==> src/rtl/cu_multicycle.sv <==
// cu_multicycle: Moore control sequencer for the 32-bit Mini SRC datapath.
// Steps fetch (T0..T2), decode (T2D) and up to five execute states (T3..T7)
// for the 28-opcode instruction set, with memory-ready waits, a held
// multi-cycle mul/div step, conditional branch and HALT/Stop handling.
// Optional feature macro: CU_ILLEGAL_TRAP_EN -- when defined, opcodes
// 11100..11111 halt the machine and raise `illegal` until Reset.
module cu_multicycle #(
  parameter int MULDIV_CYCLES = 1,
  parameter int ALU_OPW       = 5
) (
  input  logic               clk,
  input  logic               Reset,
  input  logic [31:0]        ir,
  input  logic               CONFFOut,
  input  logic               mem_ready,
  input  logic               Stop,
  output logic [7:0]         bus_sel,
  output logic [9:0]         enable,
  output logic               Gra,
  output logic               Grb,
  output logic               Grc,
  output logic               Rin,
  output logic               Rout,
  output logic               BAout,
  output logic               r15_force,
  output logic               MD_Read,
  output logic               ReadRAM,
  output logic               WriteRAM,
  output logic               IncPC,
  output logic [ALU_OPW-1:0] alu_op,
  output logic               Run,
  output logic               illegal
);

  // bus_sel bit positions
  localparam int BS_PCOUT = 0, BS_MDROUT = 1, BS_ZHIGH = 2, BS_ZLOW = 3;
  localparam int BS_HIOUT = 4, BS_LOOUT = 5, BS_INPORT = 6, BS_COUT = 7;
  // enable bit positions
  localparam int EN_PCIN = 0, EN_IRIN = 1, EN_MARIN = 2, EN_MDRIN = 3, EN_YIN = 4;
  localparam int EN_ZIN = 5, EN_HIIN = 6, EN_LOIN = 7, EN_OUTPIN = 8, EN_CONIN = 9;

  localparam logic [3:0]         MD_LAST = 4'(MULDIV_CYCLES - 1);
  localparam logic [ALU_OPW-1:0] OP_ADD  = ALU_OPW'(5'b00011);

  typedef enum logic [3:0] {
    S_RESET, S_T0, S_T1, S_T1W, S_T2, S_T2D,
    S_T3, S_T4, S_T5, S_T6, S_T7, S_HALT
  } state_t;

  // Instruction classes sharing one execute-state sequence
  typedef enum logic [3:0] {
    K_ALU, K_IMM, K_MULDIV, K_UNARY, K_LD, K_LDI, K_ST, K_BR,
    K_JR, K_JAL, K_IN, K_OUT, K_MFHI, K_MFLO, K_NOP, K_HALT
  } kind_t;

  function automatic kind_t decode(input logic [4:0] op);
    case (op)
      5'd0:  decode = K_LD;
      5'd1:  decode = K_LDI;
      5'd2:  decode = K_ST;
      5'd3, 5'd4, 5'd5, 5'd6, 5'd7, 5'd8, 5'd9, 5'd10, 5'd11:
             decode = K_ALU;
      5'd12, 5'd13, 5'd14: decode = K_IMM;
      5'd15, 5'd16:        decode = K_MULDIV;
      5'd17, 5'd18:        decode = K_UNARY;
      5'd19: decode = K_BR;
      5'd20: decode = K_JR;
      5'd21: decode = K_JAL;
      5'd22: decode = K_IN;
      5'd23: decode = K_OUT;
      5'd24: decode = K_MFHI;
      5'd25: decode = K_MFLO;
      5'd27: decode = K_HALT;
      default: decode = K_NOP;  // nop and the undefined opcodes
    endcase
  endfunction

  state_t      state_q, state_d, to_t0;
  logic [4:0]  op_q;
  logic [3:0]  md_cnt_q;
  kind_t       kind, ir_kind;
  logic        md_done, trap_hit;
  logic        ir_unused;

  assign kind      = decode(op_q);
  assign ir_kind   = decode(ir[31:27]);
  assign md_done   = (md_cnt_q == MD_LAST);
  assign ir_unused = ^ir[26:0];

`ifdef CU_ILLEGAL_TRAP_EN
  logic illegal_q;
  assign trap_hit = (ir[31:27] >= 5'd28);
  assign illegal  = illegal_q;

  // Sticky undefined-opcode flag, cleared only by Reset
  always_ff @(posedge clk or negedge Reset) begin
    if (!Reset)                             illegal_q <= 1'b0;
    else if (state_q == S_T2D && trap_hit)  illegal_q <= 1'b1;
  end
`else
  assign trap_hit = 1'b0;
  assign illegal  = 1'b0;
`endif

  // State register, latched opcode and mul/div hold counter
  always_ff @(posedge clk or negedge Reset) begin
    if (!Reset) begin
      state_q  <= S_RESET;
      op_q     <= 5'd0;
      md_cnt_q <= 4'd0;
    end else begin
      state_q  <= state_d;
      if (state_q == S_T2D) op_q <= ir[31:27];
      md_cnt_q <= (state_q == S_T4 && state_d == S_T4) ? md_cnt_q + 4'd1 : 4'd0;
    end
  end

  // Next-state logic; every return to T0 is an instruction boundary where Stop wins
  always_comb begin
    state_d = state_q;
    to_t0   = Stop ? S_HALT : S_T0;
    case (state_q)
      S_RESET: state_d = to_t0;
      S_T0:    state_d = S_T1;
      S_T1:    state_d = mem_ready ? S_T2 : S_T1W;
      S_T1W:   state_d = mem_ready ? S_T2 : S_T1W;
      S_T2:    state_d = S_T2D;
      S_T2D: begin
        if (ir_kind == K_HALT || trap_hit) state_d = S_HALT;
        else if (ir_kind == K_NOP)         state_d = to_t0;
        else                               state_d = S_T3;
      end
      S_T3: begin
        case (kind)
          K_JR, K_IN, K_OUT, K_MFHI, K_MFLO: state_d = to_t0;
          default:                           state_d = S_T4;
        endcase
      end
      S_T4: begin
        case (kind)
          K_UNARY, K_JAL: state_d = to_t0;
          K_MULDIV:       state_d = md_done ? S_T5 : S_T4;
          default:        state_d = S_T5;
        endcase
      end
      S_T5: begin
        case (kind)
          K_ALU, K_IMM, K_LDI: state_d = to_t0;
          default:             state_d = S_T6;
        endcase
      end
      S_T6: begin
        case (kind)
          K_LD:    state_d = mem_ready ? S_T7 : S_T6;
          K_ST:    state_d = S_T7;
          default: state_d = to_t0;
        endcase
      end
      S_T7: begin
        if (kind == K_ST) state_d = mem_ready ? to_t0 : S_T7;
        else              state_d = to_t0;
      end
      S_HALT:  state_d = S_HALT;
      default: state_d = S_RESET;
    endcase
  end

  // Control outputs decoded from the present state and latched instruction class
  always_comb begin
    bus_sel   = '0;
    enable    = '0;
    Gra       = 1'b0;
    Grb       = 1'b0;
    Grc       = 1'b0;
    Rin       = 1'b0;
    Rout      = 1'b0;
    BAout     = 1'b0;
    r15_force = 1'b0;
    MD_Read   = 1'b0;
    ReadRAM   = 1'b0;
    WriteRAM  = 1'b0;
    IncPC     = 1'b0;
    alu_op    = '0;
    Run       = 1'b1;
    case (state_q)
      S_T0: begin
        bus_sel[BS_PCOUT] = 1'b1;
        enable[EN_MARIN]  = 1'b1;
        enable[EN_ZIN]    = 1'b1;
        IncPC             = 1'b1;
      end
      S_T1, S_T1W: begin
        bus_sel[BS_ZLOW]  = 1'b1;
        enable[EN_PCIN]   = (state_q == S_T1);
        enable[EN_MDRIN]  = 1'b1;
        ReadRAM           = 1'b1;
        MD_Read           = 1'b1;
      end
      S_T2: begin
        bus_sel[BS_MDROUT] = 1'b1;
        enable[EN_IRIN]    = 1'b1;
      end
      S_T3: begin
        case (kind)
          K_ALU, K_IMM: begin Grb = 1'b1; Rout = 1'b1; enable[EN_YIN] = 1'b1; end
          K_MULDIV:     begin Gra = 1'b1; Rout = 1'b1; enable[EN_YIN] = 1'b1; end
          K_UNARY: begin
            Grb = 1'b1; Rout = 1'b1; enable[EN_ZIN] = 1'b1;
            alu_op = ALU_OPW'(op_q);
          end
          K_LD, K_LDI, K_ST: begin Grb = 1'b1; BAout = 1'b1; enable[EN_YIN] = 1'b1; end
          K_BR:   begin Gra = 1'b1; Rout = 1'b1; enable[EN_CONIN] = 1'b1; end
          K_JR:   begin Gra = 1'b1; Rout = 1'b1; enable[EN_PCIN] = 1'b1; end
          K_JAL:  begin bus_sel[BS_PCOUT] = 1'b1; Rin = 1'b1; r15_force = 1'b1; end
          K_IN:   begin bus_sel[BS_INPORT] = 1'b1; Gra = 1'b1; Rin = 1'b1; end
          K_OUT:  begin Gra = 1'b1; Rout = 1'b1; enable[EN_OUTPIN] = 1'b1; end
          K_MFHI: begin bus_sel[BS_HIOUT] = 1'b1; Gra = 1'b1; Rin = 1'b1; end
          K_MFLO: begin bus_sel[BS_LOOUT] = 1'b1; Gra = 1'b1; Rin = 1'b1; end
          default: ;
        endcase
      end
      S_T4: begin
        case (kind)
          K_ALU: begin
            Grc = 1'b1; Rout = 1'b1; enable[EN_ZIN] = 1'b1; alu_op = ALU_OPW'(op_q);
          end
          K_IMM: begin
            bus_sel[BS_COUT] = 1'b1; enable[EN_ZIN] = 1'b1; alu_op = ALU_OPW'(op_q);
          end
          K_MULDIV: begin
            Grb = 1'b1; Rout = 1'b1; enable[EN_ZIN] = 1'b1; alu_op = ALU_OPW'(op_q);
          end
          K_UNARY: begin bus_sel[BS_ZLOW] = 1'b1; Gra = 1'b1; Rin = 1'b1; end
          K_LD, K_LDI, K_ST: begin
            bus_sel[BS_COUT] = 1'b1; enable[EN_ZIN] = 1'b1; alu_op = OP_ADD;
          end
          K_BR:  begin bus_sel[BS_PCOUT] = 1'b1; enable[EN_YIN] = 1'b1; end
          K_JAL: begin Gra = 1'b1; Rout = 1'b1; enable[EN_PCIN] = 1'b1; end
          default: ;
        endcase
      end
      S_T5: begin
        case (kind)
          K_ALU, K_IMM, K_LDI: begin bus_sel[BS_ZLOW] = 1'b1; Gra = 1'b1; Rin = 1'b1; end
          K_MULDIV:   begin bus_sel[BS_ZLOW] = 1'b1; enable[EN_LOIN] = 1'b1; end
          K_LD, K_ST: begin bus_sel[BS_ZLOW] = 1'b1; enable[EN_MARIN] = 1'b1; end
          K_BR: begin
            bus_sel[BS_COUT] = 1'b1; enable[EN_ZIN] = 1'b1; alu_op = OP_ADD;
          end
          default: ;
        endcase
      end
      S_T6: begin
        case (kind)
          K_MULDIV: begin bus_sel[BS_ZHIGH] = 1'b1; enable[EN_HIIN] = 1'b1; end
          K_LD:     begin ReadRAM = 1'b1; MD_Read = 1'b1; enable[EN_MDRIN] = 1'b1; end
          K_ST:     begin Gra = 1'b1; Rout = 1'b1; enable[EN_MDRIN] = 1'b1; end
          K_BR:     begin bus_sel[BS_ZLOW] = 1'b1; enable[EN_PCIN] = CONFFOut; end
          default: ;
        endcase
      end
      S_T7: begin
        case (kind)
          K_LD:    begin bus_sel[BS_MDROUT] = 1'b1; Gra = 1'b1; Rin = 1'b1; end
          K_ST:    WriteRAM = 1'b1;
          default: ;
        endcase
      end
      S_HALT:  Run = 1'b0;
      default: ;
    endcase
  end

endmodule

==> config.mk <==
export PLATFORM = sky130hd
export DESIGN_NAME = cu_multicycle
export DESIGN_NICKNAME = d
export VERILOG_FILES = /design/src/rtl/cu_multicycle.sv
export SDC_FILE = /design/constraint.sdc
export NUM_CORES = 1
export LEC_CHECK = 0
export BUFFER_PORTS_ARGS = -buffer_cell sky130_fd_sc_hd__buf_2
export CAP_MARGIN = 20
export CORE_ASPECT_RATIO = 0.9
export CORE_MARGIN = 5
export CORE_UTILIZATION = 52
export DETAILED_ROUTE_END_ITERATION = 10
export PLACE_DENSITY = 0.86
export SYNTH_ARGS = -nofsm -noshare
export SYNTH_HDL_FRONTEND = slang
export SYNTH_SLANG_ARGS = --single-unit
==> constraint.sdc <==
create_clock -name clk -period 4.85 [get_ports clk]
set_input_delay 0.485 -clock clk [delete_from_list [all_inputs] [get_ports clk]]
set_output_delay 0.485 -clock clk [all_outputs]
set_load 0.05 [all_outputs]
==> metrics.md <==
| Metric | Value |
|---|---|
| Crit path time final | 3.194 ns |
| Synth cell count leaders | nor2_1 (28), o21ai_0 (22), nand2_1 (19) |
| Final hold vios | 0 |
| Number of enable flip-flop cells after synthesis | 0 |
| Final worst-path cycle share | 65.85% |
| Leak | 0.7991 nW |
| Sink Count | 13 |
| Post-synth top area share | 19.08% |
| Seq/Total Area, Yosys | roughly a fifth |
| Post-DP Area | 1864 um^2 |
| DP Wirelength | 3.690 mm |
| Data required time at the worst endpoint | 4.37 ns |
| Total negative slack | 0 ns |
| Clock insertion delay at the later pin of the skew report | 0.24 ns |
| Cell Pwr Density | roughly 690 nW/um^2 |
| Final-report setup violation count | 0 |
| Global routing's busiest layer | met2 |
| Global route total overflow | 0 |
| Routed Antenna Nets | 0 |
| Synthesized area | 1705 um^2 |
| Dominant synthesized flop cell | dfrtp_1 |
| Placed cells | 314 |
| Antenna violations before repair | 0 |
| Pre-CTS WS | 1.974 ns |
| Gpl congestion | 0.9239 |
| Post-route insts no fill | ~320 |
| Crit Path Max Fanout | 31 |
| Initial DRC Count | 365 |
| Most frequent cell after synthesis | nor2_1 |
| MaxCap Viol Count | 0 |
| Synth area leaders | dfrtp_1 (19%), o21ai_0 (6.5%), nor2_1 (6.2%) |
| Register Area | ~330 um^2 |
| Resized cells post-CTS | 0 |
| H-tree levels | 1 |
| Fin nets | between 300 and 400 |
| Number of global-route vias before repair | about 1800 |
| Area Growth Syn to Fin | 11.96% |
| Clk network pwr share | 7.1% |
| Worst hold path type | input port to asynchronous set/reset pin |
| Synthesized area per cell | between 6 and 7 um^2 |
| Vert. Die Dim | 64.33 um |
| Total Routing Usage GR | 21.51% |
| Initial Util | a little over half |
| Worst-path clk slew | 0.05 ns |
| GR met1 Demand/Resource | 28.84% |
| Critical setup path kind | flip-flop to primary output |
| Share of synthesized registers carrying an async set or reset | 100.0% |
| Final wirelength | 5.020 mm |
| Crit path arrival time | roughly 2.7 ns |
| Share of cells above drive strength 1 | 19.57% |
| Layout Cell Area excl Fill | roughly 1900 um^2 |
| Status | completed |
| IO Port Bufs | 44 |
| Die area | 4527 um^2 |
| Number of diodes | 0 |
| Cell taking the most area after synthesis | dfrtp_1 |
| CTS tree | done |
| First-pass GRT wire length | a little over 8 mm |
| Sw frac | a little over three fifths |
| DR pass1 iterations | 5 |
| Vias | 1970 |
| Final worst slack | 1.656 ns |
| Syn Nets | 290 |
| Root Driver | clkbuf_8 |
| Final Max Tran Viols | 0 |
| Switching Power | 0.8294 mW |
| Clock Skews | 0.003292 ns |
| Synth Warn # | 0 |
| Synth unique cells | 55 |
| Combinational power share | 66.9% |
| Syn Inst Count | 251 |
| Register share of total power | 26.0% |
| # rows | 19 |
| Maximum clock path buffer count | 2 |
| Worst Setup Start Kind | flip-flop |
| Largest net degree at the start of global routing | 32 |
| I/O pins | 73 |
| Core area | around 3100 um^2 |
| Total CTS buffers | 3 |
| Post-layout util | 61.31% |
| Unrepaired setup endpoints after global routing | false |
| Worst IR Drop VDD | 418.4 uV |
| Int Pwr | 0.4804 mW |
| Met2 Usage GRT | between 30 and 40% |
| Vias/cell | between 6 and 7 |
| Relative slew slack | about two fifths |
| Die width | 70.37 um |
| DRC viols | 0 |
| Met3 Use GR | 5.643% |
| Worst Tran Pin Value | around 0.88 ns |
| DR WL/cell | 15.79 um |
| Worst setup EP type | primary output |
| Number of synthesized register bits | 13 |
| Post-CTS Setup Bufs | 0 |
| Max Fclk | 0.3131 GHz |
| Hold_buf cts | 0 |
| Area occupied by multi-input gates | 1240 um^2 |
| Fillcell total | 310 |
-- power groups by stage --
stage          clock network [mW]  registers, mW  logic, mW
2_1_floorplan                   0          0.170      0.866
3_5_place_dp                    0          0.332      0.861
6_report                   0.0933          0.341      0.876
4_1_cts                    0.0950          0.330      0.864
5_1_grt                     0.101          0.357      0.942
3_3_place_gp                    0          0.330      0.849
-- through the flow --
stage,total power [mW],hold WS [ns]
5_1_grt,1.400,0.1310
6_report,1.310,0.1124
3_3_place_gp,1.180,0.3764
3_5_place_dp,1.194,0.3764
2_1_floorplan,1.036,0.1894
4_1_cts,1.289,0.1213
-- final timing paths --
check | depth (start not counted) | slack, ns | end | startpoint
worst max-delay path | 6 | 1.66 | alu_op[3] | op_q[4]
min in group clk | 1 | 0.49 | md_cnt_q[0] | md_cnt_q[0]
worst min-delay path | 1 | 0.11 | md_cnt_q[2] | Reset
max in group asynchronous | 1 | 4.52 | md_cnt_q[3] | Reset
worst max register to register | 5 | 2.60 | state_q[2] | op_q[0]
worst min register to register | 1 | 0.49 | md_cnt_q[0] | md_cnt_q[0]
-- routing by layer --
layer	part of all wire (%)	vias up
met4	1.1	0
met2	46	99
met5	0	-
met1	44	898
met3	9.3	10
li1	-	963
-- logic make-up after synthesis --
group                      share of synthesized area, %
muxes                                             3.815
DFF                                               19.08
other                                            0.2199
xor gates and xnor gates                          2.055
adders and majority gates                         1.467
AOI/OAI and AO/OA                                 27.95
and+or+nand+nor                                   37.20
buffers and inverters                             8.217
-- area by class of cell --
type,count,area share (%)
timing repair buffer,44,11.53
inverter,7,1.376
multi-input combinational,208,64.94
sequential,13,17.04
clock buffer,4,2.359
tap,42,2.752
-- registers in the layout (all words and copies together) (netlist names) --
| signal | flops |
|---|---|
| state_q | 4 |
| op_q | 5 |
| md_cnt_q | 4 |
-- critical path: stages (launching register included) --
cell and delay (ns):
dfrtp_1 0.91, or3b_1 0.52, o311ai_1 0.26, o21ai_1 0.11, a21oi_1 0.25, and2_1 0.15
buf_2 0.26
-- cell usage in the layout (no fill, tap or decap), drive strengths merged, types with 3 or more instances in the layout --
cell type  Yosys  layout
o21ai         24      24
buf           12      44
nand3b         4       4
o31ai          6       6
or3            6       6
a31oi          3       3
and2           4       4
mux2           4       4
o22ai          3       3
o211ai         6       6
nor2b          9       9
clkbuf        11       4
inv            7       7
nor3          15      15
nand2         19      19
or4            3       3
a211oi         4       4
nor3b          3       3
dfrtp         13      13
nor2          28      28
nor4           3       3
a21oi         15      15
nand3          8       8
nand2b        10      10
Power figures use the tool's default switching activity.
